<file path="src/rtl/tile_cfg_pkg.sv">
// Shared definitions for the tile configuration path: word geometry and
// the loader state encoding. Imported by the loader, the Tile bench and
// any array top.
package tile_cfg_pkg;

   // Width of one tile configuration word (Tile `bits` port)
   localparam int CFG_W = 77;

   // Number of stream bytes needed to carry a word of width w
   function automatic int bytes_for(input int w);
      return (w + 7) / 8;
   endfunction

   // Data bytes per frame for the default word width
   localparam int BYTES_PER_CFG = bytes_for(CFG_W);

   // Loader frame states
   typedef enum logic [1:0] {
      S_ADDR   = 2'd0,
      S_DATA   = 2'd1,
      S_COMMIT = 2'd2,
      S_DROP   = 2'd3
   } cfg_state_t;

endpackage

</file>
<file path="src/rtl/tile_cfg_loader_assembler.sv">
// Byte assembler for tile configuration words. Bytes arrive least
// significant first. Only the first N-1 bytes are stored. The final byte
// is merged combinationally into `word`, so the loader can register the
// complete word on the same edge that accepts the last byte. Upper bits
// of the final byte that fall beyond CFG_W are dropped.
module cfg_byte_assembler
   import tile_cfg_pkg::*;
#(
   parameter int CFG_W = tile_cfg_pkg::CFG_W
) (
   input  logic             clk,
   input  logic             reset,
   input  logic             clr,
   input  logic             shift,
   input  logic [7:0]       data,
   output logic [CFG_W-1:0] word
);

   localparam int NB    = bytes_for(CFG_W);
   localparam int SR_W  = 8 * (NB - 1);
   localparam int TOP_W = CFG_W - SR_W;

   logic [SR_W-1:0] sr_r;

   // Shift register: each new byte enters at the top, so after NB-1 shifts
   // byte 0 sits at [7:0]. Clear wins over shift.
   always_ff @(posedge clk or posedge reset) begin
      if (reset) begin
         sr_r <= '0;
      end else if (clr) begin
         sr_r <= '0;
      end else if (shift) begin
         sr_r <= {data, sr_r[SR_W-1:8]};
      end else begin
         sr_r <= sr_r;
      end
   end

   // The word as it stands once the byte on `data` is appended. The final
   // byte is truncated to the bits that fit in CFG_W.
   assign word = {data[TOP_W-1:0], sr_r};

endmodule

</file>
<file path="src/rtl/tile_cfg_loader.sv">
// Configuration sequencer for the tile array. It parses
// address + data-byte frames from the host stream and commits each
// assembled word to one tile with a single-cycle one-hot write strobe on
// the shared config bus. It tracks which tiles have been written.
module tile_cfg_loader
   import tile_cfg_pkg::*;
#(
   parameter int NUM_TILES = 16,
   parameter int CFG_W     = tile_cfg_pkg::CFG_W
) (
   input  logic                 clk,
   input  logic                 reset,
   input  logic [7:0]           in_data,
   input  logic                 in_valid,
   output logic                 in_ready,
   output logic [NUM_TILES-1:0] wr_en,
   output logic [CFG_W-1:0]     bits,
   output logic                 busy,
   output logic                 err,
   output logic                 all_cfg
);

   localparam int                NB     = bytes_for(CFG_W);
   localparam int                CNT_W  = $clog2(NB);
   localparam logic [CNT_W-1:0]  LAST_C = CNT_W'(NB - 1);
   localparam logic [8:0]        NT_V   = 9'(NUM_TILES);

   cfg_state_t           state_r, state_nxt_s;
   logic [CNT_W-1:0]     cnt_r, cnt_nxt_s;
   logic [7:0]           addr_r, addr_nxt_s;
   logic                 xfer_s;
   logic                 clr_s;
   logic                 shift_s;
   logic                 err_set_s;
   logic [CFG_W-1:0]     word_s;
   logic [NUM_TILES-1:0] wr_nxt_s;
   logic                 commit_nxt_s;

   logic                 in_ready_r;
   logic                 busy_r;
   logic                 err_r;
   logic                 all_cfg_r;
   logic [NUM_TILES-1:0] wr_en_r;
   logic [NUM_TILES-1:0] written_r;
   logic [CFG_W-1:0]     bits_r;

   // A byte moves only when the registered ready and the host valid agree
   assign xfer_s = in_valid & in_ready_r;

   cfg_byte_assembler #(
      .CFG_W (CFG_W)
   ) u_asm (
      .clk   (clk),
      .reset (reset),
      .clr   (clr_s),
      .shift (shift_s),
      .data  (in_data),
      .word  (word_s)
   );

   // FSM state, byte counter and latched address
   always_ff @(posedge clk or posedge reset) begin
      if (reset) begin
         state_r <= S_ADDR;
         cnt_r   <= '0;
         addr_r  <= 8'd0;
      end else begin
         state_r <= state_nxt_s;
         cnt_r   <= cnt_nxt_s;
         addr_r  <= addr_nxt_s;
      end
   end

   // Frame sequencing: address decode, data count, commit and drop paths
   always_comb begin
      state_nxt_s = state_r;
      cnt_nxt_s   = cnt_r;
      addr_nxt_s  = addr_r;
      clr_s       = 1'b0;
      shift_s     = 1'b0;
      err_set_s   = 1'b0;
      case (state_r)
         S_ADDR: begin
            if (xfer_s) begin
               addr_nxt_s = in_data;
               cnt_nxt_s  = '0;
               clr_s      = 1'b1;
               if ({1'b0, in_data} < NT_V) begin
                  state_nxt_s = S_DATA;
               end else begin
                  err_set_s   = 1'b1;
                  state_nxt_s = S_DROP;
               end
            end else begin
               state_nxt_s = S_ADDR;
            end
         end
         S_DATA: begin
            if (xfer_s) begin
               shift_s = 1'b1;
               if (cnt_r == LAST_C) begin
                  cnt_nxt_s   = '0;
                  state_nxt_s = S_COMMIT;
               end else begin
                  cnt_nxt_s = cnt_r + CNT_W'(1);
               end
            end else begin
               state_nxt_s = S_DATA;
            end
         end
         S_COMMIT: begin
            state_nxt_s = S_ADDR;
         end
         S_DROP: begin
            if (xfer_s) begin
               if (cnt_r == LAST_C) begin
                  cnt_nxt_s   = '0;
                  state_nxt_s = S_ADDR;
               end else begin
                  cnt_nxt_s = cnt_r + CNT_W'(1);
               end
            end else begin
               state_nxt_s = S_DROP;
            end
         end
         default: begin
            state_nxt_s = S_ADDR;
            cnt_nxt_s   = '0;
         end
      endcase
   end

   // One-hot strobe for the cycle in which the FSM will sit in S_COMMIT
   always_comb begin
      commit_nxt_s = (state_nxt_s == S_COMMIT);
      wr_nxt_s     = '0;
      for (int i = 0; i < NUM_TILES; i++) begin
         if (commit_nxt_s && (addr_r == 8'(i))) begin
            wr_nxt_s[i] = 1'b1;
         end else begin
            wr_nxt_s[i] = 1'b0;
         end
      end
   end

   // Registered handshake and status outputs, derived from the next state
   always_ff @(posedge clk or posedge reset) begin
      if (reset) begin
         in_ready_r <= 1'b0;
         busy_r     <= 1'b0;
         err_r      <= 1'b0;
      end else begin
         in_ready_r <= (state_nxt_s != S_COMMIT);
         busy_r     <= (state_nxt_s != S_ADDR);
         err_r      <= err_r | err_set_s;
      end
   end

   // Commit bus: the word is driven only alongside its strobe and is zero otherwise
   always_ff @(posedge clk or posedge reset) begin
      if (reset) begin
         wr_en_r <= '0;
         bits_r  <= '0;
      end else begin
         wr_en_r <= wr_nxt_s;
         bits_r  <= commit_nxt_s ? word_s : '0;
      end
   end

   // Written mask and done flag. Both take the live strobe into account, so
   // all_cfg rises in the cycle right after the completing commit.
   always_ff @(posedge clk or posedge reset) begin
      if (reset) begin
         written_r <= '0;
         all_cfg_r <= 1'b0;
      end else begin
         written_r <= written_r | wr_en_r;
         all_cfg_r <= &(written_r | wr_en_r);
      end
   end

   assign in_ready = in_ready_r;
   assign busy     = busy_r;
   assign err      = err_r;
   assign all_cfg  = all_cfg_r;
   assign wr_en    = wr_en_r;
   assign bits     = bits_r;

endmodule

</file>
<file path="config.mk">
export PLATFORM = sky130hd
export DESIGN_NAME = tile_cfg_loader
export DESIGN_NICKNAME = d
export VERILOG_FILES = /design/src/rtl/tile_cfg_pkg.sv /design/src/rtl/tile_cfg_loader_assembler.sv /design/src/rtl/tile_cfg_loader.sv
export SDC_FILE = /design/constraint.sdc
export NUM_CORES = 1
export LEC_CHECK = 0
export BUFFER_PORTS_ARGS = -buffer_cell sky130_fd_sc_hd__clkbuf_2
export CAP_MARGIN = 20
export CORE_AREA = 4 4 177 179
export CTS_CLUSTER_DIAMETER = 80
export DETAILED_ROUTE_END_ITERATION = 8
export DIE_AREA = 0 0 181 183
export GPL_ROUTABILITY_DRIVEN = 0
export PLACE_DENSITY = 0.44
export SETUP_SLACK_MARGIN = 0.1
export SKIP_CTS_REPAIR_TIMING = 1
export SYNTH_ARGS = -nofsm -noshare
export SYNTH_HDL_FRONTEND = slang
export SYNTH_HIERARCHICAL = 1
export SYNTH_SLANG_ARGS = --single-unit
</file>
<file path="constraint.sdc">
create_clock -name clk -period 11.7 [get_ports clk]
set_clock_uncertainty 0.15 [all_clocks]
set_input_delay 1.17 -clock clk [delete_from_list [all_inputs] [get_ports clk]]
set_output_delay 1.17 -clock clk [all_outputs]
set_load 0.01 [all_outputs]
</file>
==> metrics.cfg, run 1 <==
[finish]
finalNonFillerCells=1039
final_common_cell=dfrtp_1
utilization_pct=29.39
final_area_mm2=0.008687
antenna_cells=0
layout_common_cells=199 x dfrtp_1, 107 x clkbuf_2, 77 x and2_1
fill_cells=3017
layout-drive-gt1-share_pct=26.66
area_growth_pct=18.26
fin_nets=649

[synth]
synth-compound-area-share_pct=0.9879
postSynthAreaPerCell_um2=13.58
ys_ff_latch=199
synth-simple-area-share_pct=15.74
synth_top_family_by_area=simple AND/OR/NAND/NOR gates
synthMuxAreaShare_pct=11.17
synth_area_leaders=dfrtp_1 68%, mux2i_1 9.9%, and2_1 6.6%
synth_nets=554
synth_fa_ha_area_share_pct=0.3407
synthesis.area_mm2=0.007346
synth.distinct_cells=32
yosysTopAreaCellShare_pct=67.79
yosysTopAreaCell=dfrtp_1
synth_xor_area_share_pct=0
ys_warn_count=6
yosysSeqAreaShare_pct=67.79
syn_inst=541

[routing]
wirelength_um=15900
routedWlPerCell_um=15.30
vias=4179
drt_iter0_drc=148
via_per_inst=4.022
firstDrtPassIters=4
drc=0
drtAntennaViolNets=0

[clock_network]
cts_sinks=199
clock_latency_ns=0.43
numCtsBuffers=17
clockBufferDepth=2
cts_tree=yes
htree_num_levels=4
path_clk_slew_ns=0.07
cts_root_buffer=clkbuf_16

[pwr]
clkPwrFrac_pct=31.5
power_mw=1.782
p_sw_share_pct=30.96
power.leakage_nw=4.366
combinationalPowerShare_pct=16.6
ir_drop_uv=90.72
internal_power_mw=1.230
power.density_mw_per_mm2=205.2
p_sw_uw=551.8
power_frac_seq_pct=51.9

[floorplan]
die_w_um=181
placement_rows=63
io_pins=108
die_y_um=183
core_region_area_mm2=0.02956
die-area_mm2=0.03312
start_util_pct=24.85

[global_routing]
overflow=0
grt_pass1_vias=4546
grt_pass1_wl_um=26080
grt_usage_pct=9.940
grt_start_max_net_pins=82
antenna_found_initial=0

[setup_path]
crit_path_cell_trace=clkbuf_2 -> and4b_4 -> buf_4 -> nand2_2 -> nor4_1
cp-end-kind=register
reg2reg_slack_ns=8.72
reg2reg_to=wr_en[6]
critical_path.startpoint_type=primary input
worst_ep_required_time_ns=11.85
rr_worst_depth=4
critPathLaunch=in_valid
cp_slowest_stage_delay_ns=0.69
cp_data_arrival_time_ns=3.42
crit_path_max_fanout=44
r2r-start=state_r[0]
cp_top_family=simple AND/OR/NAND/NOR gates
cp_slowest_cell=buf_4
path_class=in2reg
critical_path_buf_inv_count=2

[timing]
period_needed_ns=3.267
setup_ws_ns=8.433
whs_ns=0.2930
setup_violations=0
worst_pin_slew_ns=1.085
min_period_over_period_pct=27.93
slew_viol_final=0
fin_tns_setup_ns=0
finalHoldViolCount=0
clock.fmax_mhz=306.1
rsz0062_at_grt=false
relSlewSlack_pct=27.65

[job]
drv_cap=0

[place]
dp.cells=1007
dp_slack_ns=7.926
dp.final_hpwl_um=10500
io_buffers=107
placed_cell_area_mm2=0.008129

[worst_hold_path]
whs_endpoint=written_r[3]
hold_path.class=reg2reg
hp-start=written_r[3]
hold_depth=1

[run_status]
status=finished, final reports clean

## power by group through the flow
| stage | combinational (mW) | sequential [mW] | clock (mW) |
|---|---|---|---|
| after floorplan | 0.268 | 0.890 | 0 |
| after global routing | 0.335 | 0.948 | 0.611 |
| after detailed placement | 0.302 | 0.941 | 0 |
| after CTS | 0.303 | 0.929 | 0.582 |
| final | 0.297 | 0.924 | 0.561 |
| after global placement | 0.288 | 0.938 | 0 |
## layer usage
layer  part of all wire, %  global-route usage, %
met5                     0                      0
met4                   1.4                  3.272
met3                   3.8                  2.737
met2                    48                  15.88
met1                    47                  13.20
## sequential cells by signal, indices dropped and copies added, names as in the netlist
register,count
u_asm/sr_r,72
bits,77
busy,1
err,1
in_ready,1
cnt_r,4
all_cfg,1
addr_r,8
written_r,16
state_r,2
wr_en,16
## cell families after synthesis
kind of cell | count (synthesis)
and+or+nand+nor | 211
DFF | 199
muxes | 81
buffers and inverters | 39
AOI/OAI and AO/OA | 9
adders and majority gates | 2
## area by class of cell
| type | instances | area, µm² | area share (%) |
|---|---|---|---|
| repair buffers | 110 | 558.0 | 6.424 |
| multi-input cells | 303 | 2078 | 23.92 |
| flip-flops and latches | 199 | 4980 | 57.32 |
| clock inverters | 13 | 115.1 | 1.325 |
| inverters | 5 | 25.02 | 0.2881 |
| clock buffers | 19 | 442.9 | 5.099 |
| well taps | 390 | 488.0 | 5.617 |
## how the worst max path moves through the flow
| stage | cells after the start | to |
|---|---|---|
| finish | 5 | wr_en[6] |
| global route | 5 | wr_en[11] |
| CTS | 5 | wr_en[3] |
| detailed placement | 5 | wr_en[3] |
| global placement | 5 | wr_en[3] |
| floorplan | 1 | addr_r[0] |
## cells in the mapped netlist
master / n
buf_4: 5
inv_1: 5
nand2_1: 3
nor2_1: 74
ha_1: 2
and4_1: 6
nand2b_1: 5
mux2_2: 8
nand4_1: 1
and2_1: 77
clkbuf_2: 6
nand2_2: 1
buf_2: 2
buf_6: 5
clkbuf_1: 4
and2b_4: 1
dfrtp_1: 199
a21o_1: 1
a211o_1: 1
nand3b_1: 1
mux2i_1: 73
o21ai_0: 2
o31ai_1: 1
or2_2: 18
and4b_4: 1
o41ai_1: 1
and4bb_2: 1
buf_8: 7
nand3_1: 4
buf_1: 5
nor4_1: 18
a32o_1: 3
Power figures use the tool's default switching activity.
==> inputs of run 2 (changes only) <==
- ABC_AREA: default -> 1
- CORE_AREA: 4 4 177 179 -> 4 4 185 187
- DIE_AREA: 0 0 181 183 -> 0 0 189 191
- PLACE_DENSITY: 0.44 -> 0.45
- clock period: 11.7 -> 2.8 ns (I/O delays scaled with it)
==> metrics.cfg, run 2 <==
[run_status]
status=finished, final reports clean  ; unchanged

[setup_path]
crit_path_max_fanout=94  ; was 44
cp-end-kind=register  ; unchanged
path_class=reg2reg  ; was in2reg
cp_data_arrival_time_ns=2.17  ; was 3.42 ns
worst_ep_required_time_ns=2.93  ; was 11.85 ns
critical_path.startpoint_type=register  ; was primary input

[timing]
setup_violations=0  ; unchanged
clock.fmax_mhz=489.3
fin_tns_setup_ns=0  ; unchanged
period_needed_ns=2.044
finalHoldViolCount=0  ; unchanged
whs_ns=0.01070  ; was 0.2930 ns
slew_viol_final=0  ; unchanged
min_period_over_period_pct=72.99
rsz0062_at_grt=false  ; unchanged
setup_ws_ns=0.7563  ; was 8.433 ns
worst_pin_slew_ns=0.8691  ; was 1.085 ns
relSlewSlack_pct=42.06  ; was 27.65%

[global_routing]
antenna_found_initial=0  ; unchanged
grt_usage_pct=10.52  ; was 9.940%
overflow=0  ; unchanged
grt_pass1_wl_um=29970  ; was 26080 µm
grt_pass1_vias=5527  ; was 4546
grt_start_max_net_pins=95  ; was 82

[synth]
ys_warn_count=6  ; unchanged
synthTopCellsByCount=199 x dfrtp_1, 196 x nand2_1, 126 x inv_1  ; was 199 x dfrtp_1, 77 x and2_1, 74 x nor2_1
ys_ff_latch=199  ; unchanged
async_reset_ff_share_pct=100.0  ; unchanged
synth.distinct_cells=26  ; was 32
synth_nets=803  ; was 554
yosysMostFrequentCell=dfrtp_1  ; unchanged
yosysSeqAreaShare_pct=61.92  ; was 67.79%
synthesis.area_mm2=0.008043  ; was 0.007346 mm²
yosysTopAreaCell=dfrtp_1  ; unchanged
syn_inst=790  ; was 541
synth_area_leaders=dfrtp_1 62%, nand2_1 9.1%, nor2_4 8.5%  ; was dfrtp_1 68%, mux2i_1 9.9%, and2_1 6.6%
yosysTopAreaCellShare_pct=61.92  ; was 67.79%
postSynthAreaPerCell_um2=10.18  ; was 13.58 µm²
synth_ff_type=dfrtp_1  ; unchanged
synth_edf_count=0  ; unchanged

[routing]
routedWlPerCell_um=13.25  ; was 15.30 µm
firstDrtPassIters=4  ; unchanged
wirelength_um=17810  ; was 15900 µm
drc=0  ; unchanged
drt_iter0_drc=253  ; was 148
via_per_inst=3.817  ; was 4.022
vias=5130  ; was 4179
drtAntennaViolNets=0  ; unchanged

[finish]
finalNonFillerCells=1344  ; was 1039
layout_common_cells=199 x dfrtp_1, 196 x nand2_1, 124 x inv_1  ; was 199 x dfrtp_1, 107 x clkbuf_2, 77 x and2_1
largest_register_ffs=77  ; unchanged
antenna_cells=0  ; unchanged
area_growth_pct=18.92  ; was 18.26%
final_common_cell=dfrtp_1  ; unchanged
fin_nets=904  ; was 649
layout-drive-gt1-share_pct=24.17  ; was 26.66%

[clock_network]
cts_sinks=199  ; unchanged
clockBufferDepth=2  ; unchanged
cts_root_buffer=clkbuf_16  ; unchanged
clock_latency_ns=0.43  ; about the same
cts_tree=yes  ; unchanged
path_clk_slew_ns=0.08  ; was 0.07 ns
htree_num_levels=4  ; unchanged
numCtsBuffers=17  ; unchanged

[floorplan]
start_util_pct=24.78  ; was 24.85%
io_pins=108  ; unchanged
die_y_um=191  ; was 183 µm
die-area_mm2=0.03610  ; was 0.03312 mm²
placement_rows=66  ; was 63
die_w_um=189  ; was 181 µm
core_region_area_mm2=0.03245  ; was 0.02956 mm²

[place]
dp_slack_ns=0.7399  ; was 7.926 ns
io_buffers=107  ; unchanged
dp.cells=1308  ; was 1007
dp.final_hpwl_um=11430  ; was 10500 µm

[pwr]
power_mw=8.100  ; was 1.782 mW
power.density_mw_per_mm2=846.9  ; was 205.2 mW/mm²
ir_drop_uv=413.0  ; was 90.72 µV
power.leakage_nw=4.762  ; was 4.366 nW

[job]
drv_cap=0  ; unchanged

[worst_hold_path]
hold_path.class=in2reg  ; was reg2reg

[run 2: cell count changes after synthesis, sizes merged, moves of 15 or more]
cell / change
nor2: +37
inv: +122
or2: -15
nand2: +193
nor4: -18
and2: -76
mux2i: -73
nand3: +90
[run 2: cell families (layout without fill, tap and decap cells)]
| group | count (synthesis) | in the layout | share of synthesized area (%) |
|---|---|---|---|
| buffers and inverters | 167 | 279 | 10.13 |
| AO/OA/AOI/OAI | 13 | 13 | 0.8869 |
| AND/OR/NAND/NOR | 409 | 409 | 26.76 |
| flip-flops | 199 | 199 | 61.92 |
| adder cells (fa/ha/maj) | 2 | 2 | 0.3111 |
[run 2: area by class of cell]
type,instances,area [µm²]
clock buffer,17,425.4
clock inverter,13,141.4
fill,3460,22890
inverter,127,481.7
multi-input combinational,424,2270
sequential,199,4980
tap,442,553.0
timing repair buffer,122,713.2
[run 2: metrics by stage]
| stage | instance area [µm²] | utilization, % |
|---|---|---|
| 2_1_floorplan | 8046 | - |
| 3_3_place_gp | 8937 | 27.54 |
| 3_5_place_dp | 8937 | 27.54 |
| 4_1_cts | 9504 | 29.29 |
| 5_1_grt | 9564 | 29.47 |
| 6_report | 9564 | 29.47 |
[run 2: worst paths after layout]
path / end / slack [ns] / start / cells past startpoint
max: bits[53] / 0.76 / cnt_r[0] / 6
min: bits[75] / 0.01 / in_data[3] / 3
min in group asynchronous: wr_en[11] / 0.38 / reset / 3
max reg2reg: bits[53] / 0.76 / cnt_r[0] / 6
min reg2reg: written_r[3] / 0.30 / written_r[3] / 1
max in group asynchronous: bits[28] / 1.32 / reset / 4
[run 2: critical path, stage by stage (launching register included)]
cell	delay, ns
dfrtp_1	0.42
ha_1	0.24
nand2_2	0.09
nor2_4	0.05
nand4_4	0.08
buf_12	0.66
nor2_1	0.15
[run 2: power breakdown]
part,internal [mW],leakage (nW),switching (mW)
Sequential,3.42,2.71,0.468
Combinational,0.516,1.78,1.27
Clock,1.25,0.273,1.17
Total,5.19,4.76,2.91
[run 2: layer usage]
metal	up-vias	part of all wire (%)	track usage, %
met3	16	3.5	2.575
met2	88	49	17.55
met4	0	1.4	3.167
li1	2551	-	-
met1	2475	46	13.59
met5	-	0	0
==> inputs of run 3 (changes only) <==
- PLACE_DENSITY: 0.45 -> 0.44
- clock period: 2.8 -> 1.9 ns (I/O delays scaled with it)
==> metrics.cfg, run 3 (same netlist as run 2, synthesis figures left out) <==
[finish]
layout_common_cells=199 x dfrtp_1, 196 x nand2_1, 124 x inv_1  ; unchanged
layout-drive-gt1-share_pct=26.72  ; was 24.17%
regArea_mm2=0.004980  ; unchanged
fill_cells=3388  ; was 3460
utilization_pct=30.76  ; was 29.47%
fin_nets=932  ; was 904
largest_register_ffs=77  ; unchanged
final_area_mm2=0.009983  ; was 0.009564 mm²
area_growth_pct=24.13  ; was 18.92%
antenna_cells=0  ; unchanged
multiInputGateArea_mm2=0.002313  ; was 0.002270 mm²
final_common_cell=dfrtp_1  ; unchanged

[clock_network]
cts_tree=yes  ; unchanged
path_clk_slew_ns=0.07  ; was 0.08 ns
htree_num_levels=4  ; unchanged
clock_latency_ns=0.43  ; about the same
numCtsBuffers=17  ; unchanged
clockBufferDepth=2  ; unchanged
cts_sinks=199  ; unchanged
cts_root_buffer=clkbuf_16  ; unchanged

[routing]
routedWlPerCell_um=14.14  ; was 13.25 µm
drc=0  ; unchanged
firstDrtPassIters=5  ; was 4
vias=5255  ; was 5130
drtAntennaViolNets=0  ; unchanged
drt_iter0_drc=282  ; was 253
wirelength_um=19430  ; was 17810 µm
via_per_inst=3.825  ; was 3.817

[floorplan]
die_w_um=189  ; unchanged
core_region_area_mm2=0.03245  ; unchanged
placement_rows=66  ; unchanged
io_pins=108  ; unchanged
die-area_mm2=0.03610  ; unchanged
start_util_pct=24.78  ; unchanged
die_y_um=191  ; unchanged

[global_routing]
grt_pass1_vias=5278  ; was 5527
overflow=0  ; unchanged
grt_usage_pct=10.44  ; was 10.52%
grt_start_max_net_pins=73  ; was 95
grt_pass1_wl_um=29840  ; was 29970 µm
antenna_found_initial=0  ; unchanged

[worst_hold_path]
whs_endpoint=cnt_r[2]  ; was bits[75]
hold_depth=5  ; was 3
hp-start=in_valid  ; was in_data[3]
hold_path.class=in2reg  ; unchanged

[setup_path]
worst_ep_required_time_ns=2.11  ; was 2.93 ns
reg2reg_to=bits[2]  ; was bits[53]
critical_path.startpoint_type=register  ; unchanged
cp_slowest_cell=dfrtp_1  ; was buf_12
reg2reg_slack_ns=0.12  ; was 0.76 ns
crit_path_frequent_cell=nor2_4
cp_top_family=buffers and inverters  ; unchanged
crit_path_max_fanout=18  ; was 94
rr_worst_depth=8  ; was 6
r2r-start=cnt_r[1]  ; was cnt_r[0]
cp_slowest_stage_delay_ns=0.40  ; was 0.66 ns
path_class=reg2reg  ; unchanged
cp_data_arrival_time_ns=2.00  ; was 2.17 ns
cp-end-kind=register  ; unchanged
critical_path_buf_inv_count=3  ; was 1
crit_path_cell_trace=inv_1 -> ha_1 -> nand2_2 -> nor2_4 -> nand4_4 -> buf_4 -> clkbuf_16 -> nor2_4  ; was ha_1 -> nand2_2 -> nor2_4 -> nand4_4 -> buf_12 -> nor2_1

[job]
drv_cap=0  ; unchanged

[pwr]
power_mw=12.61  ; was 8.100 mW
ir_drop_uv=570.5  ; was 413.0 µV
power.leakage_nw=4.956  ; was 4.762 nW
power.density_mw_per_mm2=1263  ; was 846.9 mW/mm²

[timing]
fin_tns_setup_ns=0  ; unchanged
setup_ws_ns=0.1174  ; was 0.7563 ns
setup_violations=0  ; unchanged
finalHoldViolCount=0  ; unchanged
rsz0062_at_grt=true  ; was false
clock.fmax_mhz=561.0  ; was 489.3 MHz
relSlewSlack_pct=62.28  ; was 42.06%
period_needed_ns=1.783  ; was 2.044 ns
min_period_over_period_pct=93.82  ; was 72.99%
slew_viol_final=0  ; unchanged
worst_pin_slew_ns=0.5646  ; was 0.8691 ns

[run_status]
status=finished, final reports clean  ; unchanged

[place]
dp.final_hpwl_um=11650  ; was 11430 µm
dp_slack_ns=-0.08843  ; was 0.7399 ns
placed_cell_area_mm2=0.009065  ; was 0.008937 mm²
io_buffers=107  ; unchanged

==> run 3: cell count changes in the layout (fill, tap and decap cells not counted), moves of 3 or more <==
cell	delta
nor2_1	-4
dlygate4sd3_1	+3
buf_12	+5
buf_4	+12
nor2_2	+4
nor2_4	+3
==> run 3: worst reg2reg max path: cells and delay by family, from the launching register on <==
family	cells	cell delay [ns]
buffers and inverters	3	0.51
and+or+nand+nor	4	0.47
DFF	1	0.40
adders and majority gates	1	0.18
==> run 3: per-layer routing <==
metal / vias to the layer above / share of wire, % / global-route usage [%]
li1: 2618 / - / -
met1: 2541 / 48 / 14.27
met2: 83 / 48 / 16.72
met3: 13 / 3.2 / 2.392
met4: 0 / 0.94 / 2.943
met5: - / 0 / 0
==> run 3: power by group <==
part | switching (mW) | total (mW) | internal (mW)
Sequential | 0.649 | 5.69 | 5.04
Combinational | 2.14 | 3.24 | 1.10
Clock | 1.77 | 3.68 | 1.91
Total | 4.56 | 12.6 | 8.04
==> run 3: cell type report <==
cell class | count | share of cell area (%)
Clock buffer | 18 | 4.399
Tap cell | 442 | 5.540
Multi-Input combinational cell | 427 | 23.17
Timing Repair Buffer | 147 | 10.55
Sequential cell | 199 | 49.88
Inverter | 127 | 4.850
Clock inverter | 14 | 1.604
==> run 3: worst max path at each step <==
stage,startpoint,depth (start not counted),endpoint
floorplan,reset,1,addr_r[0]
global placement,in_ready,7,u_asm/sr_r[16]
detailed placement,in_ready,7,u_asm/sr_r[17]
CTS,in_ready,7,u_asm/sr_r[17]
global route,cnt_r[1],8,bits[7]
finish,cnt_r[1],8,bits[2]
==> run 3: through the flow <==
step           std cells  hold slack [ns]
5_1_grt             1374           0.1725
3_3_place_gp        1318           0.1683
3_5_place_dp        1318           0.1680
2_1_floorplan        790           0.1496
6_report            1374           0.1304
4_1_cts             1350          -0.3092
